==> config.mk <==
export PLATFORM = sky130hd
export DESIGN_NAME = ro_sweep_ctrl
export DESIGN_NICKNAME = d
export VERILOG_FILES = /design/src/rtl/ro_sweep_ctrl.sv
export SDC_FILE = /design/constraint.sdc
export NUM_CORES = 1
export LEC_CHECK = 0
export ABC_AREA = 1
export CAP_MARGIN = 20
export CORE_MARGIN = 2
export CORE_UTILIZATION = 50
export DETAILED_ROUTE_END_ITERATION = 7
export GPL_ROUTABILITY_DRIVEN = 1
export PLACE_DENSITY_LB_ADDON = 0.08
export SLEW_MARGIN = 5
export SYNTH_ARGS = -nofsm -noshare
export SYNTH_HDL_FRONTEND = slang
export SYNTH_SLANG_ARGS = --single-unit
==> constraint.sdc <==
create_clock -name clk -period 2.4 [get_ports clk]
set_input_delay 0.72 -clock clk [delete_from_list [all_inputs] [get_ports clk]]
set_output_delay 0.72 -clock clk [all_outputs]
set_load 0.05 [all_outputs]
==> src/rtl/ro_sweep_ctrl.sv <==
// ro_sweep_ctrl: sweeps masked ring oscillators one at a time, counting synchronized edges over a gate window.
module ro_sweep_ctrl #(
  parameter int N_RO       = 4,
  parameter int CNT_W      = 16,
  parameter int GATE_W     = 16,
  parameter int SETTLE_CYC = 16
) (
  input  logic              clk,
  input  logic              rst,
  input  logic              start,
  input  logic [N_RO-1:0]   ro_mask,
  input  logic [GATE_W-1:0] gate_len,
  output logic [N_RO-1:0]   ring_en,
  input  logic [N_RO-1:0]   ring_out,
  output logic              busy,
  output logic              res_valid,
  input  logic              res_ready,
  output logic [4:0]        res_idx,
  output logic [CNT_W-1:0]  res_count,
  output logic              res_ovf,
  output logic              done
);
  localparam int IW = (N_RO > 1) ? $clog2(N_RO) : 1;
  localparam int TW = (GATE_W > $clog2(SETTLE_CYC) + 1) ? GATE_W : $clog2(SETTLE_CYC) + 1;

  typedef enum logic [1:0] {IDLE, SETTLE, GATE, REPORT} state_t;

  state_t            state, state_nx;
  logic [1:0]        rst_q;
  logic              arst;
  logic [N_RO-1:0]   s1, s2, s3, rise;
  logic [N_RO-1:0]   mask_q;
  logic [GATE_W-1:0] gate_q;
  logic [TW-1:0]     tmr;
  logic [IW-1:0]     idx, idx_nx, first, nxt;
  logic              has_nxt, load, adv;

  // Reset asserts immediately but releases on a clock edge.
  always_ff @(posedge clk or posedge rst)
    if (rst) rst_q <= 2'b11;
    else     rst_q <= {rst_q[0], 1'b0};

  assign arst = rst_q[1];

  always_ff @(posedge clk or posedge arst)
    if (arst) begin
      s1 <= '0;
      s2 <= '0;
      s3 <= '0;
    end else begin
      s1 <= ring_out;
      s2 <= s1;
      s3 <= s2;
    end

  assign rise    = s2 & ~s3;
  assign res_idx = 5'(idx);

  // Descending scan so the lowest qualifying index wins.
  always_comb begin
    first   = '0;
    nxt     = '0;
    has_nxt = 1'b0;
    for (int i = N_RO - 1; i >= 0; i--) begin
      if (ro_mask[i]) first = IW'(i);
      if (mask_q[i] && IW'(i) > idx) begin
        nxt     = IW'(i);
        has_nxt = 1'b1;
      end
    end
  end

  always_comb begin
    load     = state == IDLE && start && |ro_mask;
    adv      = state == REPORT && res_ready;
    state_nx = state;
    unique case (state)
      IDLE:    state_nx = load ? SETTLE : IDLE;
      SETTLE:  state_nx = tmr == TW'(SETTLE_CYC - 1) ? GATE : SETTLE;
      GATE:    state_nx = tmr == TW'(gate_q - 1'b1) ? REPORT : GATE;
      REPORT:  state_nx = adv ? (has_nxt ? SETTLE : IDLE) : REPORT;
      default: state_nx = IDLE;
    endcase
    idx_nx = load ? first : (adv && has_nxt) ? nxt : idx;
  end

  always_ff @(posedge clk or posedge arst)
    if (arst) state <= IDLE;
    else      state <= state_nx;

  always_ff @(posedge clk or posedge arst)
    if (arst) begin
      tmr       <= '0;
      idx       <= '0;
      mask_q    <= '0;
      gate_q    <= '0;
      ring_en   <= '0;
      busy      <= 1'b0;
      res_valid <= 1'b0;
      res_count <= '0;
      res_ovf   <= 1'b0;
      done      <= 1'b0;
    end else begin
      tmr       <= (state_nx != state) ? '0 : tmr + 1'b1;
      idx       <= idx_nx;
      ring_en   <= (state_nx == SETTLE || state_nx == GATE) ? N_RO'(1) << idx_nx : '0;
      res_valid <= state_nx == REPORT;
      done      <= (state == IDLE && start && !(|ro_mask)) || (adv && !has_nxt);
      if (load) begin
        mask_q <= ro_mask;
        gate_q <= (gate_len == '0) ? GATE_W'(1) : gate_len;
        busy   <= 1'b1;
      end
      if (adv && !has_nxt) busy <= 1'b0;
      if (state == SETTLE) begin
        res_count <= '0;
        res_ovf   <= 1'b0;
      end else if (state == GATE && rise[idx]) begin
        if (&res_count) res_ovf <= 1'b1;
        else            res_count <= res_count + 1'b1;
      end
    end
endmodule
After elaboration in Yosys (flattened, before gate mapping). Index checks and enable logic that the tools add are counted.

Bits of input ports: 28. Word-level logic and storage cells: 93. Register bits: 78. Output and inout bits: 29.

Equal/unequal tests: 10. Bitwise operators: 2. Shift operators: 1. Reduce and logical (&&, ||, !) cells: 24. Mux-type cells: 33. $lt $le $gt $ge: 5. Add/sub/neg operators: 3.

Operator list (number): two-way mux 16 bit (5); adder 16 x 1 -> 16 bit (second input constant) (2); two-way mux 2 bit (12); equality test 16 bit (1); equality test 16 x 4 -> 1 bit (second input constant) (1); logical NOT 16 bit (1); AND reduction 16 bit (1); subtractor 16 x 1 -> 16 bit (second input constant) (1); two-way mux 1 bit (13); logical AND 1 bit (11); equality test 2 bit (second input constant) (4); one-hot mux 2 bit (4 select lines) (1); nonzero test 2 bit (3); bitwise AND 4 bit (1); equality test 2 x 1 -> 1 bit (second input constant) (2); > comparator 1 x 2 -> 1 bit (first input constant) (2); > comparator 2 bit (first input constant) (2); two-way mux 4 bit (1); NOT 4 bit (1); AND reduction 2 bit (2); OR reduction 4 bit (1); left shift 1 x 2 -> 4 bit (first input constant) (1); less-than comparator 2 x 3 -> 1 bit (second input constant) (1); binary-select mux 1 bit (select 2 bit) (1); 5 further kinds (7).

Longest topological paths before layout. Gate-level depths: netlist (run 1).

Depth after elaboration: 12. Gate-level depth with buffers: 15. Depth with buffers taken out: 15.

Least setup slack after synthesis (run 1). No wires, ideal clock.

Kind: register -> register. Start: register res_count[0]. End: register res_count[12]. Setup slack: 0.194 ns. Buffers on the path: 0. Period minus slack after synthesis: 2.206 ns. Arrival: 2.085 ns. Required time: 2.279 ns. Stages on the path, launching flop included: 11. Setup time: 0.121 ns. Cells stage by stage: dfrtp_1 > ha_1 > nand2_1 > nor3_1 > nand4_1 > nand2_2 > nand2_1 > inv_1 > o21ai_0 > nand2_1 > nor2_1.

Cells in the longest elaborated chain, start to end: 4. Elaborated cells between the ends (all ways): 7. Classes of those cells: add/sub (1); eq/ne (1); mux (3); reduce/logical (2).

RTL lines: start, declared (RTL line 19) `output logic [CNT_W-1:0] res_count,`; start signal, assigned (RTL line 120) `else res_count <= res_count + 1'b1;`; adder 16 x 1 -> 16 bit (RTL line 120); two-way mux 16 bit (RTL line 119) `if (&res_count) res_ovf <= 1'b1;`; two-way mux 16 bit (RTL line 118) `end else if (state == GATE && rise[idx]) begin`; two-way mux 16 bit (RTL line 115) `if (state == SETTLE) begin`.

Several ways; a longest one is shown, not always the timed one. The select of a mux whose other input is x is not followed. A chain may end at the register's enable or synchronous reset.

Final worst setup path (run 1).
Start: register res_count[12]. End: output res_count[12].

No word-level cell between the ends.

==> impl_metrics.ini, run 1 <==
[worst_setup_path]
cp.arrival_ns = 1.62
end_kind = output port
start_kind = flop
path_cells = clkdlybuf4s50_1
ff2ff_path_depth = 15
path_depth = 1
path_class = flop to output port
crit_slowest_cell = clkdlybuf4s50_1
path_buf_inv = 1
max_stage_delay_ns = 0.83
cp_data_required_time_ns = 1.68
cpLargestDelayFamily = buffers and inverters
cp_max_fo = 4

[drt]
routed_via_density = 5.141
num_vias = 3686
drt_iter0_drc = 191
drc = 0
routedWlPerCell_um = 13.67
antenna_left = 0
first_pass_iters = 5
wl_mm = 9.803

[synth]
ys_top_cells_by_area = dfrtp_1 46%, nand2_1 13%, inv_1 7.4%
synth_edf_count = 0
yosysUniqueCellTypes = 35
syn_avg_cell_area_um2 = 7.620
yosysTopAreaCell = dfrtp_1
synth-async-reset-ratio_pct = 100.0
synth-seq-cells = 77
yosysWarningCount = 0
netlist.area_leader.share_pct = 46.13
syn_area_um2 = 4069
ys_seq_area_share_pct = 47.42
ys.flop_type = dfrtp_1
syn_inst = 534

[sta]
hold_viol = 0
fin_crit_sh_pct = 97.29
tightest_slew_ns = 0.5034
post-route-min-period_ns = 2.335
drv_slew = 0
setup_viol = 0
fmax_mhz = 428.3
relSlewSlack_pct = 66.33
finalWorstSetupSlack_ns = 0.06500
clock_skew_ns = 0.01302

[cells_and_area]
drive_above_1_share_pct = 9.106
instances_no_fill = 717
area_delta_synth_final_pct = 25.31
mostFrequentLayoutCell = nand2_1
nNetsFinal = 642
fillers = 672
seq_area_um2 = 1931
antenna_cells = 0
final_cell_mix = 136 x nand2_1, 77 x inv_1, 74 x dfrtp_1
design_area_um2 = 5099
final_util_pct = 65.30
multi_input_area_um2 = 1849

[placement]
globalplace.congestion = 0.8544
pre_cts_slack_ns = -0.09836
place_inst = 700
hpwl_mm = 7.312
place_area_um2 = 4818
numPortBuffers = 53

[clock_tree]
clk_pin_slew_worst_paths_ns = 0.09
clock_latency_ns = 0.37
clkSinkCount = 77
htreeDepth = 3
cts_tree = done
cts_buffers = 9
cts_root_buffer = clkbuf_8
cts_buffer_depth = 2

[grt]
grt_pass1_vias = 3582
antenna_found_initial = 0
grt_max_degree = 76
grt_pass1_wl_mm = 16.37
grtUsageTotal_pct = 24.21
gr-total-overflow = 0

[floorplan]
io_pins = 57
fp.dieW_um = 94.21
die_h_um = 94.21
rows = 32
initial_core_util_pct = 52.12
dieArea_um2 = 8876
core_area_um2 = 7807

[power]
power_density_nw_per_um2 = 994.7
ir_drop_v = 0.0005701
p_leak_nw = 2.423

[min_path]
hold_class = flop to asynchronous set/reset pin

[job]
maxCapViolCount = 0

[run_status]
run_status = finished, final reports clean
-- metrics by stage --
stage | power [mW] | setup TNS (ns) | hold WS [ns]
finish | 5.072 | 0 | 0.3363
floorplan | 3.262 | 0 | 0.3312
detailed placement | 3.898 | -0.5606 | 0.3395
global placement | 3.847 | -0.2749 | 0.3324
CTS | 4.980 | 0 | 0.3603
global route | 5.464 | -0.1032 | 0.3674
-- logic make-up after synthesis --
logic type | after synthesis | share of synthesized area [%]
simple gates | 281 | 29.46
xor+xnor | 24 | 5.166
compound gates | 58 | 7.965
buf+inv | 89 | 8.672
other cells | 1 | 0.09216
fa+ha+maj | 4 | 1.230
flops | 77 | 47.42
-- layer usage --
metal / global-route usage, % / routed length [um]
met1: 30.84 / 4269
met2: 40.54 / 4857
met3: 4.655 / 441
met4: 9.783 / 233
met5: 0 / 0
-- cell usage after synthesis (2+ instances only) --
cell / count
a31oi_1: 3
nor4_1: 7
nand4_1: 9
clkbuf_1: 3
xnor2_1: 6
and2_1: 2
nor2_1: 74
nand2_1: 136
nand2_2: 2
o21bai_1: 2
nor2_2: 4
nand3_1: 29
nor3_1: 10
dfrtp_1: 75
ha_1: 4
a22o_1: 2
a21oi_1: 8
inv_2: 2
buf_4: 3
nand3b_1: 5
dfstp_2: 2
xor2_1: 18
o31ai_1: 3
o21ai_0: 35
inv_1: 80
-- flip-flops by register name, indices dropped and copies added (netlist names), 3 cells and up --
name	cells
s2	4
mask_q	3
tmr	16
gate_q	16
res_count	16
ring_en	4
s3	4
s1	4
-- cell type report --
type | count | area share [%]
Multi-Input combinational cell | 371 | 36.27
Clock inverter | 7 | 1.742
Clock buffer | 9 | 2.429
Tap cell | 102 | 2.503
Timing Repair Buffer | 69 | 13.15
Inverter | 82 | 6.037
Sequential cell | 77 | 37.86
-- report_power, final --
part | switching [mW] | leakage, nW | internal [mW] | total [mW]
Sequential | 0.291 | 0.990 | 1.57 | 1.86
Clock | 0.560 | 0.106 | 0.509 | 1.07
Combinational | 1.36 | 1.33 | 0.786 | 2.14
Total | 2.21 | 2.42 | 2.86 | 5.07
-- final timing paths --
path | slack (ns) | from | end
max in group asynchronous | 1.72 | rst | rst_q[1]$_DFF_PP1_
hold / removal | 0.34 | rst_q[1]$_DFF_PP1_ | ring_en[0]$_DFF_PP0_
setup reg to reg | 0.09 | gate_q[0]$_DFFE_PP0P_ | ring_en[3]$_DFF_PP0_
hold reg to reg | 0.34 | rst_q[1]$_DFF_PP1_ | ring_en[0]$_DFF_PP0_
min in group clk | 0.36 | s1[3]$_DFF_PP0_ | s2[3]$_DFF_PP0_
setup / recovery | 0.06 | res_count[12]$_DFFE_PP0P_ | res_count[12]
-- repair_timing --
item	CTS	global route
resized for setup	3	16
setup buffers	0	1
gates cloned	0	0
hold buffers	0	0
pin swaps	4	8
endpoints found under the setup margin	5	22
Note: power is estimated with default switching activity, not from simulation.
==> inputs of run 2 (changes only) <==
- CAP_MARGIN: 20 -> not set
- SLEW_MARGIN: 5 -> not set
==> results of run 2 <==
The final DEF is identical to that of run 1; final timing and power are the same.
==> RTL change 1, RTL diff (settings of run 2) <==
The parameter `GATE_W` goes from 16 to 14.
--- a/src/rtl/ro_sweep_ctrl.sv
+++ b/src/rtl/ro_sweep_ctrl.sv
@@ -4,3 +4,3 @@
   parameter int CNT_W      = 16,
-  parameter int GATE_W     = 16,
+  parameter int GATE_W     = 14,
   parameter int SETTLE_CYC = 16
Ports: changed (resized gate_len); port bits go from 57 to 55. No check against the original RTL was run, so the function may have changed too.
==> RTL change 1 against run 2 <==
  * Setup slack better by 0.0096 ns
  * Sequential cell count is 4 lower
  * Final area is 4.8% lower
  * Sequential share of layout area is 0.14 points lower
  * Routed wire length is 12% lower
  * Die area is 3.3% lower
  * Clock power is 5% lower
  * Synthesized area is 3.5% lower
  * Clock skew is 0.0036 ns lower
  * Count of clock-buffer cells in the layout stayed put
  * Total power is 5.5% lower
  * Critical path depth stayed put
  * Sequential power is 4% lower
==> RTL change 1: results (changes against run 2) <==
number of distinct library cell variants in the gate-level netlist after synthesis: 38 (+8.6%)
Post-Route Hold Slack: 0.323 ns (-0.0130 ns)
Gate Count Post-Synth: 509 (-4.7%)
GRT met2 Usage: 36.2% (-4.3 points)
RR Endpoint: ring_en[0]$_DFF_PP0_
fraction of synthesized cell area in xor and xnor cells: 5.80% (+0.63 points)
placed standard-cell area: 4590 µm² (-4.8%)
sequential-to-total area share from yosys stat: 46.6% (-0.84 points)
met3 layer wire length in the routed design: 283 µm (-36%)
largest registers: res_count: 16 flops, gate_q: 14 flops, tmr: 14 flops
complex-gate fraction of the synthesized area: 8.92% (+0.96 points)
Least-Margin Pin Slew: 0.848 ns (+0.345 ns)
switching share of power: 43.9% (+0.34 points)
Pre-Repair DR Iteration Count: 4 (-1)
Final Wtd Congestion: 0.896 (+4.8%)
adder and majority gate portion of the synthesized area: 1.27% (+0.044 points)
met1 wire length: 4080 µm (-4.4%)
result of the run: finished, final reports clean
number of global-route vias before repair: 3,272 (-8.7%)
share of power burned in the clock network: 21.3% (+0.2 points)
launch point of the critical path: res_count[2]$_DFFE_PP0P_
global-route met3 utilization: 4.31% (-0.34 points)
worst clock skew: 0.00937 ns (-0.00365 ns)
post-CTS resize count: 1 (-2)
DP Cell Count: 663 (-5.3%)
global-route wire length before repair: 14,800 µm (-9.9%)
share of total power in sequential cells: 37.2% (+0.6 points)
detailed route wirelength on metal2: 4170 µm (-14%)
fin crit share: 96.9% (-0.40 points)
maximum fanout count along the critical path: 5 (+1)
Max IR drop VDD: 0.514 mV (-9.9%)
share of layout cells above drive strength 1: 12.1% (+3.0 points)
maximum number of pins on one net before global-route repair: 72 (-5.3%)
number of nets in the final layout: 603 (-6.1%)
most common library cells after synthesis: nand2_1 (127), dfrtp_1 (71), nor2_1 (66)
GR Util All Layers: 21.7% (-2.5 points)
pre-CTS WS: 0.0104 ns (+0.109 ns)
insertion delay to the later sink of the worst-skew pair: 0.35 ns (-0.02 ns)
==> RTL change 1: cell types whose count changed in the layout (fill, tap and decap cells not counted), moves of 4 or more <==
| cell | before | now |
|---|---|---|
| nand4_1 | 9 | 15 |
| inv_1 | 77 | 64 |
| nor4_1 | 7 | 2 |
| nand2_1 | 136 | 125 |
| o21ai_0 | 35 | 20 |
| inv_2 | 5 | 14 |
| nor3_1 | 10 | 6 |
| nor2_1 | 70 | 62 |
| dfrtp_1 | 74 | 70 |
| o21ai_2 | 0 | 10 |
| o21ai_1 | 1 | 13 |
| xnor2_1 | 6 | 11 |
| buf_4 | 14 | 10 |
==> RTL change 1: area by class of cell <==
cell class / instances / area [µm²]
Clock buffer: 9 / 124
Clock inverter: 7 / 83.8
Fill cell: 687 / 2840
Inverter: 79 / 297
Multi-Input combinational cell: 348 / 1780
Sequential cell: 73 / 1830
Tap cell: 102 / 128
Timing Repair Buffer: 62 / 609
==> RTL change 2, RTL diff (settings of run 2) <==
Made on the original files. Encoding of `state_t`: now Gray code (2 bits for 4 states).
--- a/src/rtl/ro_sweep_ctrl.sv
+++ b/src/rtl/ro_sweep_ctrl.sv
@@ -25,3 +25,3 @@
 
-  typedef enum logic [1:0] {IDLE, SETTLE, GATE, REPORT} state_t;
+  typedef enum logic [1:0] {IDLE = 2'b00, SETTLE = 2'b01, GATE = 2'b11, REPORT = 2'b10} state_t;
 
Check against the original RTL: same outputs for any inputs over 10 cycles, from zero or initial values and one cycle with rst high; not proved beyond that.
==> RTL change 2 against run 2 <==
  * Sequential share of layout area decreased by 0.29 points
  * Register-to-register slack improved by 0.15 ns
  * Setup slack got worse by 0.015 ns
  * Synthesized area increased by 5.0%
  * Worst hold slack got worse by 0.024 ns
  * Final area increased by 0.71%
  * Routed wire length decreased by 4.6%
  * Sequential cell count unchanged
  * Utilization decreased by 3.1 points
  * First-iteration DRC count decreased by 33%
  * Critical path type unchanged
Power is not compared: it rests on default switching activity, and its combinational part moved more than twofold at a synthesized area within 25%.
==> RTL change 2: results (changes against run 2) <==
number of distinct library cell variants in the gate-level netlist after synthesis: 41 (+17%)
maximum number of pins on one net before global-route repair: 29 (-62%)
placed standard-cell area: 4930 µm² (+2.2%)
R2R cell count: 11 (-4)
most common library cells after synthesis: nand2_1 (154), dfrtp_1 (75), inv_1 (75)
critical path endpoint: res_count[11]
Max IR drop VDD: 0.309 mV
GR Util All Layers: 22.1% (-2.2 points)
initial antenna violation count: 0 (unchanged)
GRT met2 Usage: 38.3% (-2.2 points)
detailed route wirelength on metal2: 4630 µm (-4.6%)
Hold Crit Class: reg -> async
met1 track demand over resource: 28.0% (-2.9 points)
number of nets in the final layout: 646 (+0.62%)
number of input and output port buffers inserted: 53 (unchanged)
number of global-route vias before repair: 3,560 (-0.61%)
maximum fanout count along the critical path: 5 (+1)
CTS Root Cell: clkbuf_8
leading register cell type out of synthesis: dfrtp_1
DR vias/cell: 5.03 (-2.1%)
launch point of the critical path: res_count[11]$_DFFE_PP0P_
Final Wtd Congestion: 0.881 (+3.1%)
Post-synth ARST share: 100% (unchanged)
EDFF count, synth: 0 (unchanged)
Gate Count Post-Synth: 552 (+3.4%)
Post-Route Hold Slack: 0.313 ns (-0.0237 ns)
sequential-to-total area share from yosys stat: 45.1% (-2.3 points)
cell types with the largest area share after synthesis: dfrtp_1 (44%), nand2_1 (14%), inv_1 (6.6%)
worst clock skew: 0.0134 ns (+0.000370 ns)
maximum single-stage delay on the critical path: 0.84 ns
met3 layer wire length in the routed design: 316 µm (-28%)
RR Endpoint: tmr[1]$_DFF_PP0_
Arr. time, crit path: 1.63 ns
met1 wire length: 4260 µm (-0.16%)
leakage: 2.57 nW
global-route wire length before repair: 15,800 µm (-3.3%)
DP Cell Count: 709 (+1.3%)
number of buffers added for setup after CTS: 0 (unchanged)
drt initial violations: 128 (-33%)
Final HPWL DP: 7250 µm (-0.79%)
Pre-Repair DR Iteration Count: 4 (-1)
post-CTS resize count: 0 (-3)
detailed-route wire length: 9350 µm (-4.6%)
maximum clock frequency: 0.425 GHz (-0.65%)
Worst R2R Setup Slack: 0.24 ns (+0.15 ns)
share of layout cells above drive strength 1: 9.35% (+0.25 points)
maximum number of buffers from clock root to sink: 2 (unchanged)
result of the run: finished, final reports clean
Final Instance Count excl. Fillers: 725 (+1.1%)
global-route met3 utilization: 3.41% (-1.2 points)
pre-CTS WS: 0.0302 ns (+0.129 ns)
slew margin rel.: 60.9% (-5.5 points)
yosys synthesis warning count: 0 (unchanged)
## RTL change 2: cell count changes after synthesis, moves of 5 or more
cell and delta:
inv_1 -5, nand2_1 +18, nand4_1 +8, nor2_1 -21, nor2_2 +10, xnor2_1 +5
## RTL change 2: layout make-up
class	count	area [µm²]
fill	763	3120
multi-input combinational	390	1980
sequential	77	1930
timing repair buffer	61	626
inverter	76	285
tap	105	131
clock buffer	9	124
clock inverter	7	62.6
## RTL change 2: cell families after synthesis
logic type	after synthesis	synth area share [%]
AO/OA/AOI/OAI	53	6.70
XOR/XNOR	29	6.26
adder cells (fa/ha/maj)	3	0.878
buffers and inverters	88	8.87
flip-flops	77	45.1
other	1	0.0877
AND/OR/NAND/NOR	301	32.1
## RTL change 2: power groups by stage
stage                     logic [W]  clock network [W]  registers (W)
after floorplan            0.000156                  0        0.00158
after global placement     0.000488                  0        0.00144
after detailed placement   0.000497                  0        0.00144
after CTS                  0.000497           0.000962        0.00141
after global routing       0.000538            0.00101        0.00142
final                      0.000491           0.000938        0.00141
